**config.mk**
```make
export PLATFORM = sky130hd
export DESIGN_NAME = side_speed_sequencer_flat
export DESIGN_NICKNAME = d
export VERILOG_FILES = /design/src/rtl/side_speed_pkg.sv /design/src/rtl/side_speed_sequencer_if.sv /design/src/rtl/ramp_tick_gen.sv /design/src/rtl/side_speed_sequencer.sv /design/src/flat_wrapper.sv
export SDC_FILE = /design/constraint.sdc
export NUM_CORES = 1
export LEC_CHECK = 0
export BUFFER_PORTS_ARGS = -buffer_cell sky130_fd_sc_hd__buf_2
export CAP_MARGIN = 5
export CELL_PAD_IN_SITES_DETAIL_PLACEMENT = 0
export CELL_PAD_IN_SITES_GLOBAL_PLACEMENT = 1
export CORE_ASPECT_RATIO = 0.7
export CORE_MARGIN = 2
export CORE_UTILIZATION = 34
export DETAILED_ROUTE_END_ITERATION = 16
export GPL_ROUTABILITY_DRIVEN = 0
export PLACE_DENSITY_LB_ADDON = 0.1
export SKIP_LAST_GASP = 1
export SYNTH_ARGS = -nofsm -noshare
export SYNTH_HDL_FRONTEND = slang
export SYNTH_SLANG_ARGS = --single-unit
```
**constraint.sdc**
```tcl
create_clock -name clk -period 7.7 [get_ports clk]
set_clock_uncertainty 0.15 [all_clocks]
set_input_delay 1.54 -clock clk [delete_from_list [all_inputs] [get_ports clk]]
set_output_delay 1.54 -clock clk [all_outputs]
set_load 0.02 [all_outputs]
```
**src/rtl/side_speed_pkg.sv**
```systemverilog
// rtl/side_speed_pkg.sv - Shared encodings and field widths for the side-wheel speed sequencer
package side_speed_pkg;

    localparam int DIR_BIT = 7;
    localparam int MAG_W   = 7;
    localparam int CMD_W   = 8;

    typedef enum logic [1:0] {
        ST_IDLE  = 2'd0,
        ST_RAMP  = 2'd1,
        ST_BRAKE = 2'd2,
        ST_HOLD  = 2'd3
    } seq_state_t;

    typedef logic [MAG_W-1:0] mag_t;

    function automatic mag_t clamp_mag(input mag_t m, input mag_t lim);
        return (m > lim) ? lim : m;
    endfunction

endpackage

```
**src/rtl/side_speed_sequencer_if.sv**
```systemverilog
// rtl/side_speed_sequencer_if.sv - Command handshake bundle for requesters A (remote) and B (avoidance)
interface side_speed_sequencer_if;

    logic                           cmd_valid_a;
    logic [side_speed_pkg::CMD_W-1:0] cmd_a;
    logic                           cmd_ready_a;
    logic                           cmd_valid_b;
    logic [side_speed_pkg::CMD_W-1:0] cmd_b;
    logic                           cmd_ready_b;

    modport master (
        output cmd_valid_a, cmd_a, cmd_valid_b, cmd_b,
        input  cmd_ready_a, cmd_ready_b
    );

    modport slave (
        input  cmd_valid_a, cmd_a, cmd_valid_b, cmd_b,
        output cmd_ready_a, cmd_ready_b
    );

endinterface

```
**src/rtl/ramp_tick_gen.sv**
```systemverilog
// rtl/ramp_tick_gen.sv - Free-running divider producing a one-cycle ramp tick every DIV cycles
module ramp_tick_gen #(
    parameter int DIV = 50000
) (
    input  logic clk,
    input  logic rst_n,
    output logic tick
);

    localparam int            CW   = $clog2(DIV);
    localparam logic [CW-1:0] LAST = CW'(DIV - 1);

    logic [CW-1:0] cnt;

    always_ff @(posedge clk or negedge rst_n) begin
        if (!rst_n) begin
            cnt <= '0;
        end else if (cnt == LAST) begin
            cnt <= '0;
        end else begin
            cnt <= cnt + 1'b1;
        end
    end

    assign tick = (cnt == LAST);

endmodule

```
**src/rtl/side_speed_sequencer.sv**
```systemverilog
// rtl/side_speed_sequencer.sv - Two-requester side-wheel speed sequencer with ramp, brake and timeout
module side_speed_sequencer
    import side_speed_pkg::*;
#(
    parameter int STEP_DIV      = 50000,
    parameter int STEP          = 1,
    parameter int MAX_MAG       = 100,
    parameter int TIMEOUT_TICKS = 250
) (
    input  logic                  clk,
    input  logic                  rst_n,
    side_speed_sequencer_if.slave cmd_if,
    output logic [CMD_W-1:0]      side_speed,
    output logic [1:0]            state,
    output logic                  at_target
);

    localparam mag_t            STEP_M  = mag_t'(STEP);
    localparam mag_t            MAX_M   = mag_t'(MAX_MAG);
    localparam int              TO_W    = (TIMEOUT_TICKS > 0) ? $clog2(TIMEOUT_TICKS + 1) : 1;
    localparam logic [TO_W-1:0] TO_MAX  = TO_W'(TIMEOUT_TICKS);
    localparam logic [TO_W-1:0] TO_FIRE = TO_W'((TIMEOUT_TICKS > 0) ? TIMEOUT_TICKS - 1 : 0);

    logic             tick;
    logic             acc_a;
    logic             acc_b;
    logic             acc;
    logic [CMD_W-1:0] acc_cmd;
    logic             timeout_fire;
    logic [TO_W-1:0]  to_cnt;
    mag_t             tgt_mag;
    logic             tgt_dir;
    mag_t             cur_mag;
    logic             cur_dir;
    mag_t             mag_nxt;
    logic             dir_nxt;
    seq_state_t       state_q;
    seq_state_t       state_nxt;
    logic             at_target_nxt;

    ramp_tick_gen #(
        .DIV (STEP_DIV)
    ) u_tick (
        .clk   (clk),
        .rst_n (rst_n),
        .tick  (tick)
    );

    // B has strict priority; A is only offered the port while B is silent.
    assign cmd_if.cmd_ready_b = 1'b1;
    assign cmd_if.cmd_ready_a = !cmd_if.cmd_valid_b;
    assign acc_b   = cmd_if.cmd_valid_b;
    assign acc_a   = cmd_if.cmd_valid_a && !cmd_if.cmd_valid_b;
    assign acc     = acc_a || acc_b;
    assign acc_cmd = acc_b ? cmd_if.cmd_b : cmd_if.cmd_a;

    assign timeout_fire = (TIMEOUT_TICKS != 0) && tick && !acc && (to_cnt == TO_FIRE);

    always_ff @(posedge clk or negedge rst_n) begin
        if (!rst_n) begin
            to_cnt <= '0;
        end else if (acc) begin
            to_cnt <= '0;
        end else if (tick && (to_cnt != TO_MAX)) begin
            to_cnt <= to_cnt + 1'b1;
        end
    end

    // A timeout parks the target at zero in the current direction so the stop is a plain ramp-down.
    always_ff @(posedge clk or negedge rst_n) begin
        if (!rst_n) begin
            tgt_mag <= '0;
            tgt_dir <= 1'b0;
        end else if (acc) begin
            tgt_mag <= clamp_mag(acc_cmd[MAG_W-1:0], MAX_M);
            tgt_dir <= acc_cmd[DIR_BIT];
        end else if (timeout_fire) begin
            tgt_mag <= '0;
            tgt_dir <= cur_dir;
        end
    end

    always_comb begin
        mag_nxt = cur_mag;
        dir_nxt = cur_dir;
        if (cur_mag == '0) begin
            dir_nxt = tgt_dir;
        end
        if (tick) begin
            if ((tgt_dir != cur_dir) && (cur_mag != '0)) begin
                mag_nxt = (cur_mag > STEP_M) ? cur_mag - STEP_M : '0;
                if (mag_nxt == '0) begin
                    dir_nxt = tgt_dir;
                end
            end else if (cur_mag < tgt_mag) begin
                mag_nxt = ((tgt_mag - cur_mag) > STEP_M) ? cur_mag + STEP_M : tgt_mag;
            end else if (cur_mag > tgt_mag) begin
                mag_nxt = ((cur_mag - tgt_mag) > STEP_M) ? cur_mag - STEP_M : tgt_mag;
            end
        end
    end

    always_ff @(posedge clk or negedge rst_n) begin
        if (!rst_n) begin
            cur_mag <= '0;
            cur_dir <= 1'b0;
        end else begin
            cur_mag <= mag_nxt;
            cur_dir <= dir_nxt;
        end
    end

    always_ff @(posedge clk or negedge rst_n) begin
        if (!rst_n) begin
            state_q   <= ST_IDLE;
            at_target <= 1'b1;
        end else begin
            state_q   <= state_nxt;
            at_target <= at_target_nxt;
        end
    end

    // State is classified from the post-update output against the target it was stepped toward.
    always_comb begin
        state_nxt = ST_RAMP;
        if (dir_nxt != tgt_dir) begin
            state_nxt = ST_BRAKE;
        end else if (mag_nxt == tgt_mag) begin
            state_nxt = (tgt_mag == '0) ? ST_IDLE : ST_HOLD;
        end
    end

    always_comb begin
        at_target_nxt = (state_nxt == ST_IDLE) || (state_nxt == ST_HOLD);
    end

    assign side_speed = {cur_dir, cur_mag};
    assign state      = state_q;

endmodule

```
**src/flat_wrapper.sv**
```systemverilog
// flat-port wrapper written by rule: the top's interface ports become plain ports
module side_speed_sequencer_flat import side_speed_pkg::*;
#(
    parameter int STEP_DIV      = 50000,
    parameter int STEP          = 1,
    parameter int MAX_MAG       = 100,
    parameter int TIMEOUT_TICKS = 250
)
  (clk, rst_n, side_speed, state, at_target, cmd_if_cmd_valid_a, cmd_if_cmd_a, cmd_if_cmd_valid_b, cmd_if_cmd_b, cmd_if_cmd_ready_a, cmd_if_cmd_ready_b);
  side_speed_sequencer_if cmd_if_i ();
  input  logic clk;
  input  logic rst_n;
  output logic [CMD_W-1:0] side_speed;
  output logic [1:0] state;
  output logic at_target;
  input wire logic [$bits(cmd_if_i.cmd_valid_a)-1:0] cmd_if_cmd_valid_a;
  input wire logic [$bits(cmd_if_i.cmd_a)-1:0] cmd_if_cmd_a;
  input wire logic [$bits(cmd_if_i.cmd_valid_b)-1:0] cmd_if_cmd_valid_b;
  input wire logic [$bits(cmd_if_i.cmd_b)-1:0] cmd_if_cmd_b;
  output wire logic [$bits(cmd_if_i.cmd_ready_a)-1:0] cmd_if_cmd_ready_a;
  output wire logic [$bits(cmd_if_i.cmd_ready_b)-1:0] cmd_if_cmd_ready_b;
  assign cmd_if_i.cmd_valid_a = cmd_if_cmd_valid_a;
  assign cmd_if_i.cmd_a = cmd_if_cmd_a;
  assign cmd_if_i.cmd_valid_b = cmd_if_cmd_valid_b;
  assign cmd_if_i.cmd_b = cmd_if_cmd_b;
  assign cmd_if_cmd_ready_a = cmd_if_i.cmd_ready_a;
  assign cmd_if_cmd_ready_b = cmd_if_i.cmd_ready_b;
  side_speed_sequencer #(.STEP_DIV(STEP_DIV), .STEP(STEP), .MAX_MAG(MAX_MAG), .TIMEOUT_TICKS(TIMEOUT_TICKS)) u_core (.clk(clk), .rst_n(rst_n), .cmd_if(cmd_if_i), .side_speed(side_speed), .state(state), .at_target(at_target));
endmodule
```
# --- Yosys cells after proc, flatten, opt, wreduce, memory -nomap -nowiden ---
# Cells that the tools add are included.
classes:
  mul: 0
  shifts: 0
  n_bitwise: 0
  n_addsub: 6
  mux: 23
  n_reduce_logical: 16
  div: 0
  n_lt_le_gt_ge: 6
  n_eq_ne: 7
ops:
  columns: ["op", "count"]
  rows:
  - ["$mux W7", 10]
  - ["$mux W8", 3]
  - ["$gt A7 B1 Y1 const B", 3]
  - ["$logic_not A7 Y1", 3]
  - ["$add A16 B1 Y16 const B", 1]
  - ["$eq A16 B16 Y1 const B", 1]
  - ["$mux W16", 1]
  - ["$sub A7 B7 Y7", 2]
  - ["$add A8 B1 Y8 const B", 1]
  - ["$eq A8 B8 Y1 const B", 1]
  - ["$ne A8 B8 Y1 const B", 1]
  - ["$add A7 B1 Y7 const B", 1]
  - ["$eq A7 B7 Y1", 1]
  - ["$gt A7 B7 Y1", 1]
  - ["$gt A7 B7 Y1 const B", 1]
  - ["$lt A7 B7 Y1", 1]
  - ["$reduce_bool A7 Y1", 1]
  - ["$sub A7 B1 Y7 const B", 1]
  - ["$mux W1", 6]
  - ["$mux W2", 3]
  - ["$logic_and A1 B1 Y1", 5]
  - ["$reduce_bool A2 Y1", 2]
  - ["$eq A2 B2 Y1 const B", 1]
  - ["$logic_not A1 Y1", 2]
  - ["3 further kinds", 5]
totals:
  input_bits: 20
  n_memories: 0
  rom_bits: 0
  ram_bits: 0
  out_inout_bits: 13
  reg_bits: 43
  latch_bits: 0
  word_cells: 66

# --- Depth between registers and ports, before layout ---
# Gate-level depths: netlist of the first run.
logic_depth:
  ltp_word: 12
  ltp_mapped: 15
  depth_no_buf: 13

# --- Cells and area by module ---
# From an unflattened synthesis of the first run, not the netlist that was laid out.
unflattened:
  cells_unflattened: 439
  hier_area_um2: 3807.4
modules_own_cells:
  columns: ["module", "seq_area_each_um2", "area_per_inst_um2", "cells_each", "n_inst"]
  rows:
  - ["side_speed_sequencer", 676.9, 3045.4, 372, 1]
  - ["ramp_tick_gen", 400.4, 762.0, 67, 1]

# --- Least setup slack after synthesis of the first run ---
# OpenSTA, ideal clock, no wires.
synth_path:
  kind: "flip-flop to flip-flop"
  start: "register u_core.cur_mag[5]"
  end: "register u_core.state_q[0] (netlist: u_core.state[0])"
  stages_incl_launch_ff: 15
  path_buffers: 2
  path_slack_ns: 3.902
  t_arrival_ns: 3.529
  setup_time_ns: 0.119
  cell_sequence: "dfrtp_1 clkbuf_1 inv_1 ha_1 clkbuf_1 nor2b_1 a221oi_1 o311ai_2 a2111oi_4 or2_4 o2111a_1 o211ai_1 a2111oi_2 nand3_1 o21a_1"
synth_between:
  elab_chain_len: 10
synth_rtl:
  columns: ["item", "line", "rtl"]
  rows:
  - ["from (decl)", "side_speed_sequencer.sv:33", "mag_t cur_mag;"]
  - ["from (signal assigned)", "side_speed_sequencer.sv:108", "cur_mag <= mag_nxt;"]
  - ["$sub A7 B7 Y7", "side_speed_sequencer.sv:98", "mag_nxt = ((cur_mag - tgt_mag) > STEP_M) ? cur_mag - STEP_M : tgt_mag;"]
  - ["$gt A7 B1 Y1", "side_speed_sequencer.sv:98", null]
  - ["$mux W7", "side_speed_sequencer.sv:98", null]
  - ["$mux W7", "side_speed_sequencer.sv:97", "end else if (cur_mag > tgt_mag) begin"]
  - ["$mux W7", "side_speed_sequencer.sv:95", "end else if (cur_mag < tgt_mag) begin"]
  - ["$mux W7", "side_speed_sequencer.sv:90", "if ((tgt_dir != cur_dir) && (cur_mag != '0)) begin"]
  - ["$mux W7", "side_speed_sequencer.sv:89", "if (tick) begin"]
  - ["$eq A7 B7 Y1", "side_speed_sequencer.sv:128", "end else if (mag_nxt == tgt_mag) begin"]
  - ["$mux W2", "side_speed_sequencer.sv:128", null]
  - ["$mux W2 (*)", "side_speed_sequencer.sv:126", "if (dir_nxt != tgt_dir) begin"]
  - ["named net u_core.state_nxt[0]", "side_speed_sequencer.sv:38", "seq_state_t state_nxt;"]
  - ["to (signal assigned)", "side_speed_sequencer.sv:118", "state_q <= state_nxt;"]
  - ["to (decl)", "side_speed_sequencer.sv:37", "seq_state_t state_q;"]
# The timed path passes the listed nets; every way through them passes the cells marked *.
# A chain may end at the register's enable or synchronous reset.

# --- Final worst setup path of the first run ---
layout_path:
  start: "register u_core.cur_mag[3]"
  end: "register u_core.state_q[1] (netlist: u_core.state[1])"
# Same word-level chain as after synthesis.

==> metrics.md, run 1 <==
| Metric | Value |
|---|---|
| Antenna violations before repair | 0 |
| Worst-path clk slew | 0.07 ns |
| CP Class | flip-flop to flip-flop |
| Largest family of logic cells by synthesized area | simple AND/OR/NAND/NOR gates |
| Peak supply drop | 0.08898 mV |
| I/O Buffers | 31 |
| Final wirelength | 12740 µm |
| Synth Net Count | 520 |
| Crit-path cells | inv_1 > ha_1 > nand3_1 > a21oi_1 > or4_4 > a2111oi_4 > a2bb2oi_1 > nand2_1 > nor4b_1 > a2111oi_2 > o2111ai_1 > o21ai_1 |
| Clock sinks | 43 |
| Slew HR | 0.3256 |
| Synth Flop Type | dfrtp_1 |
| Design Area, Final | 4375 µm² |
| F_max | 218.9 MHz |
| Avg Cell Area, Syn | 8.402 µm² |
| CP bufs+invs | 1 |
| Xor-xnor portion of the synthesized cell area | 0.07632 |
| Via count | 3756 |
| Largest net degree at the start of global routing | 44 |
| Post-synthesis mux area share | 0.03458 |
| Post-Synth Adder-Cell Area | 0.07227 |
| FF+latch count, synth | 43 |
| Final setup TNS | 0 ns |
| Sequential fraction of the synthesis area | 0.2682 |
| Clock power frac | 0.354 |
| DRT antenna net count | 0 |
| Area share of and/or/nand/nor cells after synthesis | 0.2601 |
| WL/cell | 19.55 µm |
| Mapped Cells | 478 |
| Max-cap violations | 0 |
| Clock Latency Late Sink | 0.29 ns |
| Minimum clock period | 4.569 ns |
| Via density per instance | 5.761 |
| Reg power frac | 0.416 |
| First-pass GRT wire length | 19940 µm |
| Final worst path period share | 0.5933 |
| Synth warnings | 0 |
| Max-slew violation count | 0 |
| # diodes | 0 |
| Total global-route track usage | 0.2048 |
| WP data arrival | 4.63 ns |
| # rows | 33 |
| Core box area | 11600 µm² |
| Pre-antenna DRT Iters | 5 |
| Post-CTS sizing | 0 |
| RSZ-0062 raised after global routing | no |
| Most frequent cells in the layout | nor2_1 (51), dfrtp_1 (42), nand2_1 (32), buf_2 (32), a21oi_1 (25) |
| Switching pwr | 0.0001920 W |
| Post-synthesis async set-or-reset flop share | 1.000 |
| CTS buffer count | 5 |
| Die area | 12710 µm² |
| Hold Crit Class | flip-flop to flip-flop |
| CTS tree | done |
| Number of hold violations in the final report | 0 |
| Post-synth EDFFs | 0 |
| Commonest non-fill, non-tap cell in the layout | nor2_1 |
| CP peak stage delay | 0.77 ns |
| Total grt overflow | 0 |
| CP endpoint kind | flip-flop |
| Vias in the first global route | 3330 |
| CP top delay family | compound AO/OA/AOI/OAI gates |
| Die Y-Extent | 94.94 µm |
| Status | finished clean |
| Worst setup SP type | flip-flop |
| Post-CTS Setup Inserts | 0 |
| Switch share | 0.3229 |
| Fillers | 1201 |
| Pin slew with the least headroom to its limit | 1.012 ns |
| Syn Std Cell Area | 4016 µm² |
| Layout cells sized above 1 | 0.1495 |
| Die width | 133.9 µm |
| Post-route DRC violation count | 0 |
| Yosys cell types | 88 |
| Internal Power | 0.0004026 W |
| Area Growth Syn to Fin | 8.941% |
| Placed Area | 4229 µm² |
| Worst Path Max Fanout | 20 |
| P_leak | 1.797 nW |
| Cell Pwr Density | 135.9 nW/µm² |
| # hold bufs at CTS | 0 |
| IO Pins | 33 |
| Initial core utilization | 0.3462 |
| Iteration-0 DRC count of the detailed router | 424 |
| Comb pwr share | 0.231 |
| Nets | 536 |
| CTS root buffer | clkbuf_16 |
| Clock Path Buffers | 2 |
| Compound-gate portion of the synthesized area | 0.2259 |
| Setup-failing EPs final | 0 |
| Crit-path slowest cell | dfrtp_1 |
| H-tree depth | 2 |
| Post-DP HPWL | 9803 µm |
| Worst EP required | 7.76 ns |
through the flow:
stage	hold WS (ns)	worst slack [ns]	std cells	utilization	power, W
after detailed placement	0.3024	2.954	643	0.3645	0.0003845
after CTS	0.3118	2.936	651	0.3767	0.0005966
final	0.3195	3.131	652	0.3771	0.0005946
after floorplan	0.2751	3.902	478	-	0.0003439
after global placement	0.3014	2.865	643	0.3645	0.0003876
after global routing	0.3488	2.879	652	0.3771	0.0006233
synth_stat cells (8+ instances only):
library cell / number / area, µm²
nor2_1: 51 / 191.4
dfrtp_1: 42 / 1051
nand2_1: 32 / 120.1
a21oi_1: 25 / 125.1
nand3_1: 24 / 120.1
ha_1: 20 / 250.2
inv_1: 20 / 75.07
xor2_1: 18 / 157.7
o21ai_0: 17 / 85.08
xnor2_1: 17 / 148.9
clkbuf_1: 14 / 52.55
nand4_1: 10 / 62.56
nor2b_1: 10 / 62.56
nor3_1: 10 / 50.05
o22ai_1: 8 / 50.05
layout make-up:
| cell class | instances | area, µm² | share of cell area |
|---|---|---|---|
| multi-input cells | 387 | 2691 | 0.6151 |
| flip-flops and latches | 43 | 1077 | 0.2462 |
| well taps | 157 | 196.4 | 0.04490 |
| repair buffers | 36 | 190.2 | 0.04347 |
| clock buffers | 6 | 128.9 | 0.02945 |
| inverters | 21 | 78.83 | 0.01802 |
| clock inverters | 2 | 12.51 | 0.002860 |
per-layer routing:
| layer | GRT usage | routed length (µm) | share of wire | vias to the layer above |
|---|---|---|---|---|
| met2 | 0.2603 | 4812 | 0.38 | 151 |
| met5 | 0 | 0 | 0 | - |
| met4 | 0.03369 | 111 | 0.0087 | 0 |
| met1 | 0.3413 | 6797 | 0.53 | 1802 |
| met3 | 0.04187 | 1022 | 0.080 | 13 |
| li1 | - | - | - | 1790 |
final timing paths:
check / from / to / slack [ns] / cells after the start
max in group asynchronous: rst_n / u_core.cur_mag[3] / 5.49 / 1
setup reg to reg: u_core.cur_mag[3] / u_core.state[1] / 3.13 / 12
min in group asynchronous: rst_n / u_core.cur_mag[6] / 1.26 / 1
setup / recovery: u_core.cur_mag[3] / u_core.state[1] / 3.13 / 12
hold / removal: u_core.u_tick.cnt[0] / u_core.u_tick.cnt[0] / 0.32 / 1
hold reg to reg: u_core.u_tick.cnt[0] / u_core.u_tick.cnt[0] / 0.32 / 1
logic make-up after synthesis:
family                     after synthesis
and+or+nand+nor                        192
buffers and inverters                   48
other                                    1
DFF                                     43
adders and majority gates               22
AOI/OAI and AO/OA                      124
xor gates and xnor gates                35
muxes                                   13
sequential cells by signal, indices dropped and copies added (netlist names):
register,count
u_core.at_target,1
u_core.cur_dir,1
u_core.cur_mag,7
u_core.state,2
u_core.tgt_dir,1
u_core.tgt_mag,7
u_core.to_cnt,8
u_core.u_tick.cnt,16
power groups by stage:
| stage | clock network (W) | registers, W | logic [W] |
|---|---|---|---|
| floorplan | 0 | 0.000242 | 0.000102 |
| global placement | 0 | 0.000251 | 0.000137 |
| detailed placement | 0 | 0.000250 | 0.000134 |
| CTS | 0.000216 | 0.000246 | 0.000135 |
| global route | 0.000225 | 0.000247 | 0.000151 |
| finish | 0.000210 | 0.000247 | 0.000137 |
Note: power is estimated with default switching activity, not from simulation.
==> inputs of run 2 (changes only) <==
==> constraint.sdc (replaced) <==
create_clock -name clk -period 4.5 [get_ports clk]
set_clock_uncertainty 0.15 [all_clocks]
set_input_delay 0.9 -clock clk [delete_from_list [all_inputs] [get_ports clk]]
set_output_delay 0.9 -clock clk [all_outputs]
set_load 0.02 [all_outputs]
==> run 2 against run 1 <==
Fmax grew 9.3%. Global-route usage rose by 1.1 points. Clock-buffer cell count unchanged. Final cell count increased by 2.3%. Combinational power is 79% higher. First-iteration DRC count decreased by 24%. Sequential power up 68%. Sequential share of layout area decreased by 0.74 points. Setup slack got worse by 2.8 ns. Critical path type unchanged.
==> metrics.md, run 2 (synthesis results as in run 1) <==
| Metric | Value |
|---|---|
| First-pass GRT wire length | 21030 µm |
| Hold Path Depth | 1 |
| Area Growth Syn to Fin | 12.46% |
| Max-slew violation count | 0 |
| Via count | 3850 |
| Design Area, Final | 4517 µm² |
| Iteration-0 DRC count of the detailed router | 323 |
| IO Pins | 33 |
| Area of the multi-input gates | 2691 µm² |
| I/O Buffers | 31 |
| Slew HR | 0.3180 |
| Clock sinks | 43 |
| Total grt overflow | 0 |
| Nets | 552 |
| Most frequent cells in the layout | nor2_1 (51), dfrtp_1 (41), nand2_1 (32) |
| Setup-failing EPs final | 0 |
| Largest net degree at the start of global routing | 44 |
| Register area | 1079 µm² |
| Peak supply drop | 0.1956 mV |
| Clock Latency Late Sink | 0.29 ns |
| CP Class | flip-flop to flip-flop |
| Pre-CTS WS | 0.4336 ns |
| RSZ-0062 raised after global routing | no |
| Die area | 12710 µm² |
| Die Y-Extent | 94.94 µm |
| CTS buffer count | 5 |
| Antenna violations before repair | 0 |
| Reg2reg path depth | 13 |
| # rows | 33 |
| Clock Path Buffers | 2 |
| Post-DP HPWL | 9983 µm |
| Number of hold violations in the final report | 0 |
| Minimum clock period | 4.181 ns |
| CP endpoint kind | flip-flop |
| Status | finished clean |
| CTS tree | done |
| Pin slew with the least headroom to its limit | 1.023 ns |
| Total global-route track usage | 0.2155 |
| F_max | 239.2 MHz |
| Placed Area | 4357 µm² |
| Initial core utilization | 0.3462 |
| Post-route DRC violation count | 0 |
| Hold_ws | 0.3011 ns |
| Cell Pwr Density | 237.1 nW/µm² |
| Worst EP required | 4.56 ns |
| Min setup slack post-route | 0.3195 ns |
| P_leak | 1.887 nW |
| H-tree depth | 2 |
| Final setup TNS | 0 ns |
| Final wirelength | 13070 µm |
| Tot Pwr | 0.001071 W |
| Largest Register | u_core.u_tick.cnt |
| Via density per instance | 5.772 |
| Reg2reg setup slack | 0.32 ns |
| Biggest regs | u_core.u_tick.cnt x16, u_core.to_cnt x8 |
| CTS root buffer | clkbuf_16 |
| Worst setup SP type | flip-flop |
| WL/cell | 19.59 µm |
| # diodes | 0 |
| Hold Crit Class | flip-flop to flip-flop |
| Worst Path Max Fanout | 8 |
| Core box area | 11600 µm² |
| Vias in the first global route | 3599 |
| Max-cap violations | 0 |
| Fillers | 1218 |
| Layout cells sized above 1 | 0.1765 |
| DRT antenna net count | 0 |
| WP data arrival | 4.24 ns |
| Final worst path period share | 0.9290 |
| Pre-antenna DRT Iters | 5 |
| Max reg flops | 16 |
| Commonest non-fill, non-tap cell in the layout | nor2_1 |
| Worst-path clk slew | 0.06 ns |
| Post-CTS Setup Inserts | 0 |
| Die width | 133.9 µm |
run 2: worst paths after layout:
kind | startpoint | to
setup / recovery | u_core.tgt_mag[0] | u_core.state[1]
hold / removal | u_core.u_tick.cnt[0] | u_core.u_tick.cnt[0]
setup reg to reg | u_core.tgt_mag[0] | u_core.state[1]
hold reg to reg | u_core.u_tick.cnt[0] | u_core.u_tick.cnt[0]
max in group asynchronous | rst_n | u_core.tgt_mag[1]
min in group asynchronous | rst_n | u_core.cur_mag[5]
run 2: worst max-delay path: stages (launching register included):
cell       delay, ns
dfrtp_1         0.53
inv_1           0.12
ha_1            0.24
fa_1            0.40
nor2b_1         0.19
o22ai_1         0.12
mux2_2          0.33
a2111oi_4       0.58
a2bb2oi_1       0.28
nand2_1         0.16
nor4b_1         0.08
a2111oi_2       0.53
o2111ai_1       0.23
o21ai_1         0.16
run 2: metrics by stage:
| step | utilization | instances |
|---|---|---|
| final | 0.3893 | 667 |
| after global routing | 0.3893 | 667 |
| after CTS | 0.3892 | 667 |
| after detailed placement | 0.3755 | 660 |
| after global placement | 0.3755 | 660 |
| after floorplan | - | 478 |
run 2: metal layers:
| metal | vias to the layer above | share of wire | track usage |
|---|---|---|---|
| met4 | 0 | 0.013 | 0.04344 |
| met1 | 1845 | 0.51 | 0.3371 |
| met2 | 171 | 0.38 | 0.2838 |
| li1 | 1815 | - | - |
| met5 | - | 0 | 0 |
| met3 | 19 | 0.091 | 0.06334 |
run 2: cell type report:
cell class / instances / share of cell area
clock buffer: 6 / 0.02853
clock inverter: 1 / 0.006648
inverter: 21 / 0.01745
multi-input combinational: 387 / 0.5958
sequential: 43 / 0.2388
tap: 157 / 0.04349
timing repair buffer: 52 / 0.06925
run 2: what timing repair did:
item	4_1_cts	5_1_grt
hold buffers	0	0
resized for setup	0	1
setup endpoints to repair	0	1
run 2: where the power goes:
part           switching (W)  total (W)  internal, W
sequential         0.0000199   0.000416     0.000396
clock               0.000151   0.000410     0.000259
combinational       0.000151   0.000245    0.0000942
==> inputs of run 3 (changes only) <==
--- a/config.mk
+++ b/config.mk
@@ -5,6 +5,7 @@
 export SDC_FILE = /design/constraint.sdc
 export NUM_CORES = 1
 export LEC_CHECK = 0
+export ABC_AREA = 1
 export BUFFER_PORTS_ARGS = -buffer_cell sky130_fd_sc_hd__buf_2
 export CAP_MARGIN = 5
 export CELL_PAD_IN_SITES_DETAIL_PLACEMENT = 0
==> constraint.sdc (replaced) <==
create_clock -name clk -period 4.95 [get_ports clk]
set_clock_uncertainty 0.15 [all_clocks]
set_input_delay 0.99 -clock clk [delete_from_list [all_inputs] [get_ports clk]]
set_output_delay 0.99 -clock clk [all_outputs]
set_load 0.02 [all_outputs]
==> run 3 against run 2 <==
Combinational power down 22%. Sequential power shrank 9.1%. Critical path depth increased by 10. Non-clock buffer count decreased by 19. Critical path type unchanged.
==> metrics.md, run 3 <==
| Metric | Value |
|---|---|
| Status | finished clean |
| Die Y-Extent | 89.53 µm |
| CTS tree | done |
| Yosys cell types | 42 |
| Total global-route track usage | 0.1918 |
| Placed insts | 684 |
| Yosys top cell area share | 0.2958 |
| Pin slew with the least headroom to its limit | 0.9988 ns |
| Non-Filler Instances | 692 |
| Pre-antenna DRT Iters | 6 |
| Minimum clock period | 3.721 ns |
| Nets | 601 |
| Post-synth top area cell | dfrtp_1 |
| Final worst path period share | 0.7517 |
| Post-synth EDFFs | 0 |
| Antenna violations before repair | 0 |
| Initial core utilization | 0.3470 |
| CTS root buffer | clkbuf_16 |
| Worst setup SP type | flip-flop |
| Post-CTS sizing | 0 |
| P_leak | 2.147 nW |
| Xor-xnor portion of the synthesized cell area | 0.03204 |
| Largest family of logic cells by synthesized area | simple AND/OR/NAND/NOR gates |
| Via count | 3415 |
| Cell with the most instances after synthesis | nand2_1 |
| Worst Path Max Fanout | 10 |
| Setup-failing EPs final | 0 |
| Most frequent cells in the layout | nand2_1 (134), inv_1 (86), nor2_1 (49) |
| Comb pwr share | 0.216 |
| Final setup TNS | 0 ns |
| Hold Crit Class | flip-flop to flip-flop |
| Clock power frac | 0.357 |
| Max-slew violation count | 0 |
| Biggest regs | u_core.u_tick.cnt x16, u_core.to_cnt x8 |
| H-tree depth | 2 |
| # rows | 31 |
| Synth Net Count | 570 |
| Clock Path Buffers | 2 |
| WP data arrival | 3.75 ns |
| Via density per instance | 4.935 |
| FF+latch count, synth | 43 |
| IO Pins | 33 |
| Peak supply drop | 0.1363 mV |
| Top cells by count, synth | nand2_1 (134), inv_1 (86), nor2_1 (49) |
| CTS buffer count | 5 |
| Tot Pwr | 0.0008865 W |
| Final wirelength | 10390 µm |
| # diodes | 0 |
| Synth Flop Type | dfrtp_1 |
| Avg Cell Area, Syn | 6.730 µm² |
| First-pass GRT wire length | 16830 µm |
| Area share of and/or/nand/nor cells after synthesis | 0.3549 |
| F_max | 268.8 MHz |
| DRT antenna net count | 0 |
| Cell Pwr Density | 223.2 nW/µm² |
| Synth warnings | 0 |
| Mapped Cells | 528 |
| # hold bufs at CTS | 0 |
| Internal Power | 0.0006093 W |
| Area Growth Syn to Fin | 11.80% |
| Compound-gate portion of the synthesized area | 0.1011 |
| CP endpoint kind | flip-flop |
| Total grt overflow | 0 |
| CP Class | flip-flop to flip-flop |
| Sequential fraction of the synthesis area | 0.3032 |
| Layout cells sized above 1 | 0.1179 |
| Die area | 11300 µm² |
| Post-synthesis async set-or-reset flop share | 1.000 |
| Worst-path clk slew | 0.06 ns |
| Worst EP required | 4.98 ns |
| Commonest non-fill, non-tap cell in the layout | nand2_1 |
| Max reg flops | 16 |
| Syn Std Cell Area | 3553 µm² |
| Reg power frac | 0.426 |
| WL/cell | 15.01 µm |
| Post-Synth Adder-Cell Area | 0.08169 |
| Iteration-0 DRC count of the detailed router | 304 |
| Number of hold violations in the final report | 0 |
| Post-DP HPWL | 8298 µm |
| Vias in the first global route | 3058 |
| Largest net degree at the start of global routing | 44 |
| Max-cap violations | 0 |
| Largest Register | u_core.u_tick.cnt |
| Ranking of synthesized cells by area | dfrtp_1 (30%), nand2_1 (14%), inv_1 (9.1%) |
| Die width | 126.2 µm |
| Clock sinks | 43 |
| Min setup slack post-route | 1.229 ns |
| RSZ-0062 raised after global routing | no |
| Switch share | 0.3127 |
| Post-CTS Setup Inserts | 0 |
| Slew HR | 0.3341 |
| Post-synthesis mux area share | 0.01690 |
| I/O Buffers | 31 |
| Post-route DRC violation count | 0 |
| Final core occ | 0.3880 |
| Switching pwr | 0.0002772 W |
| Clock Latency Late Sink | 0.28 ns |
| Pre-CTS WS | 1.273 ns |
| Core box area | 10240 µm² |
==> run 3: cell types whose count changed in the layout (fill, tap and decap cells not counted), moves of 6 or more <==
cell / delta
nand3_1: +20
a31oi_1: -6
nand2_2: +8
nor2b_1: -10
and3_1: -6
buf_4: -19
nand2_1: +102
xnor2_1: -14
mux2_2: -6
nor2_2: +7
o211ai_1: -6
xor2_1: -8
inv_1: +66
nand2b_1: -7
==> run 3: final cells by class <==
type	count	area, µm²
Timing Repair Buffer	33	170.2
Multi-Input combinational cell	387	2088
Clock inverter	1	5.005
Sequential cell	43	1077
Inverter	89	334.1
Tap cell	132	165.2
Fill cell	1129	6267
Clock buffer	7	132.6
==> run 3: final timing paths <==
kind | slack (ns) | startpoint | cells after the start | end
max | 1.23 | u_core.cur_mag[0] | 23 | u_core.state[0]
min | 0.32 | u_core.u_tick.cnt[0] | 1 | u_core.u_tick.cnt[0]
max reg2reg | 1.23 | u_core.cur_mag[0] | 23 | u_core.state[0]
min reg2reg | 0.32 | u_core.u_tick.cnt[0] | 1 | u_core.u_tick.cnt[0]
max in group asynchronous | 3.30 | rst_n | 1 | u_core.u_tick.cnt[0]
min in group asynchronous | 0.71 | rst_n | 1 | u_core.cur_mag[4]
==> run 3: stage by stage <==
stage | instance area, µm² | hold WS, ns
4_1_cts | 3973 | 0.3277
3_3_place_gp | 3835 | 0.3053
5_1_grt | 3973 | 0.3534
2_1_floorplan | 3553 | 0.2811
3_5_place_dp | 3835 | 0.3202
6_report | 3973 | 0.3245
==> run 3: metal layers <==
layer  wire length, µm  up-vias  GRT usage
met5                 0        -          0
met4                51        0    0.03097
met3               881        6    0.05805
met2              3845      107     0.2473
met1              5611     1541     0.3073
li1                  -     1761          -
==> run 3: critical path: stages, from the launching register on <==
cell	delay [ns]
dfrtp_1	0.49
inv_1	0.20
ha_1	0.28
fa_1	0.45
nand2_1	0.10
inv_1	0.04
nor3_1	0.23
nand3_1	0.21
nor2_4	0.21
nand3_4	0.17
nand2_1	0.10
nand3_1	0.06
nand2_1	0.07
nand2_1	0.05
nand2_1	0.08
nand2_1	0.08
nand2_2	0.08
nand2_2	0.05
nand2_1	0.05
nand3_1	0.09
nor2_2	0.19
nand3_1	0.09
nand2_1	0.07
inv_1	0.04
==> run 3: power groups by stage <==
stage / Clock, W / Sequential [W] / Combinational, W
floorplan: 0 / 0.000378 / 0.000135
global placement: 0 / 0.000385 / 0.000193
detailed placement: 0 / 0.000384 / 0.000190
CTS: 0.000329 / 0.000378 / 0.000192
global route: 0.000347 / 0.000379 / 0.000217
finish: 0.000317 / 0.000378 / 0.000192
==> run 3: cell families (layout without fill, tap and decap cells) <==
group           Yosys count  after routing
compound gates           63             63
xor+xnor                 13             13
fa+ha+maj                22             22
buf+inv                  98            130
flops                    43             43
mux                       6              6
other cells               1              1
simple gates            282            282
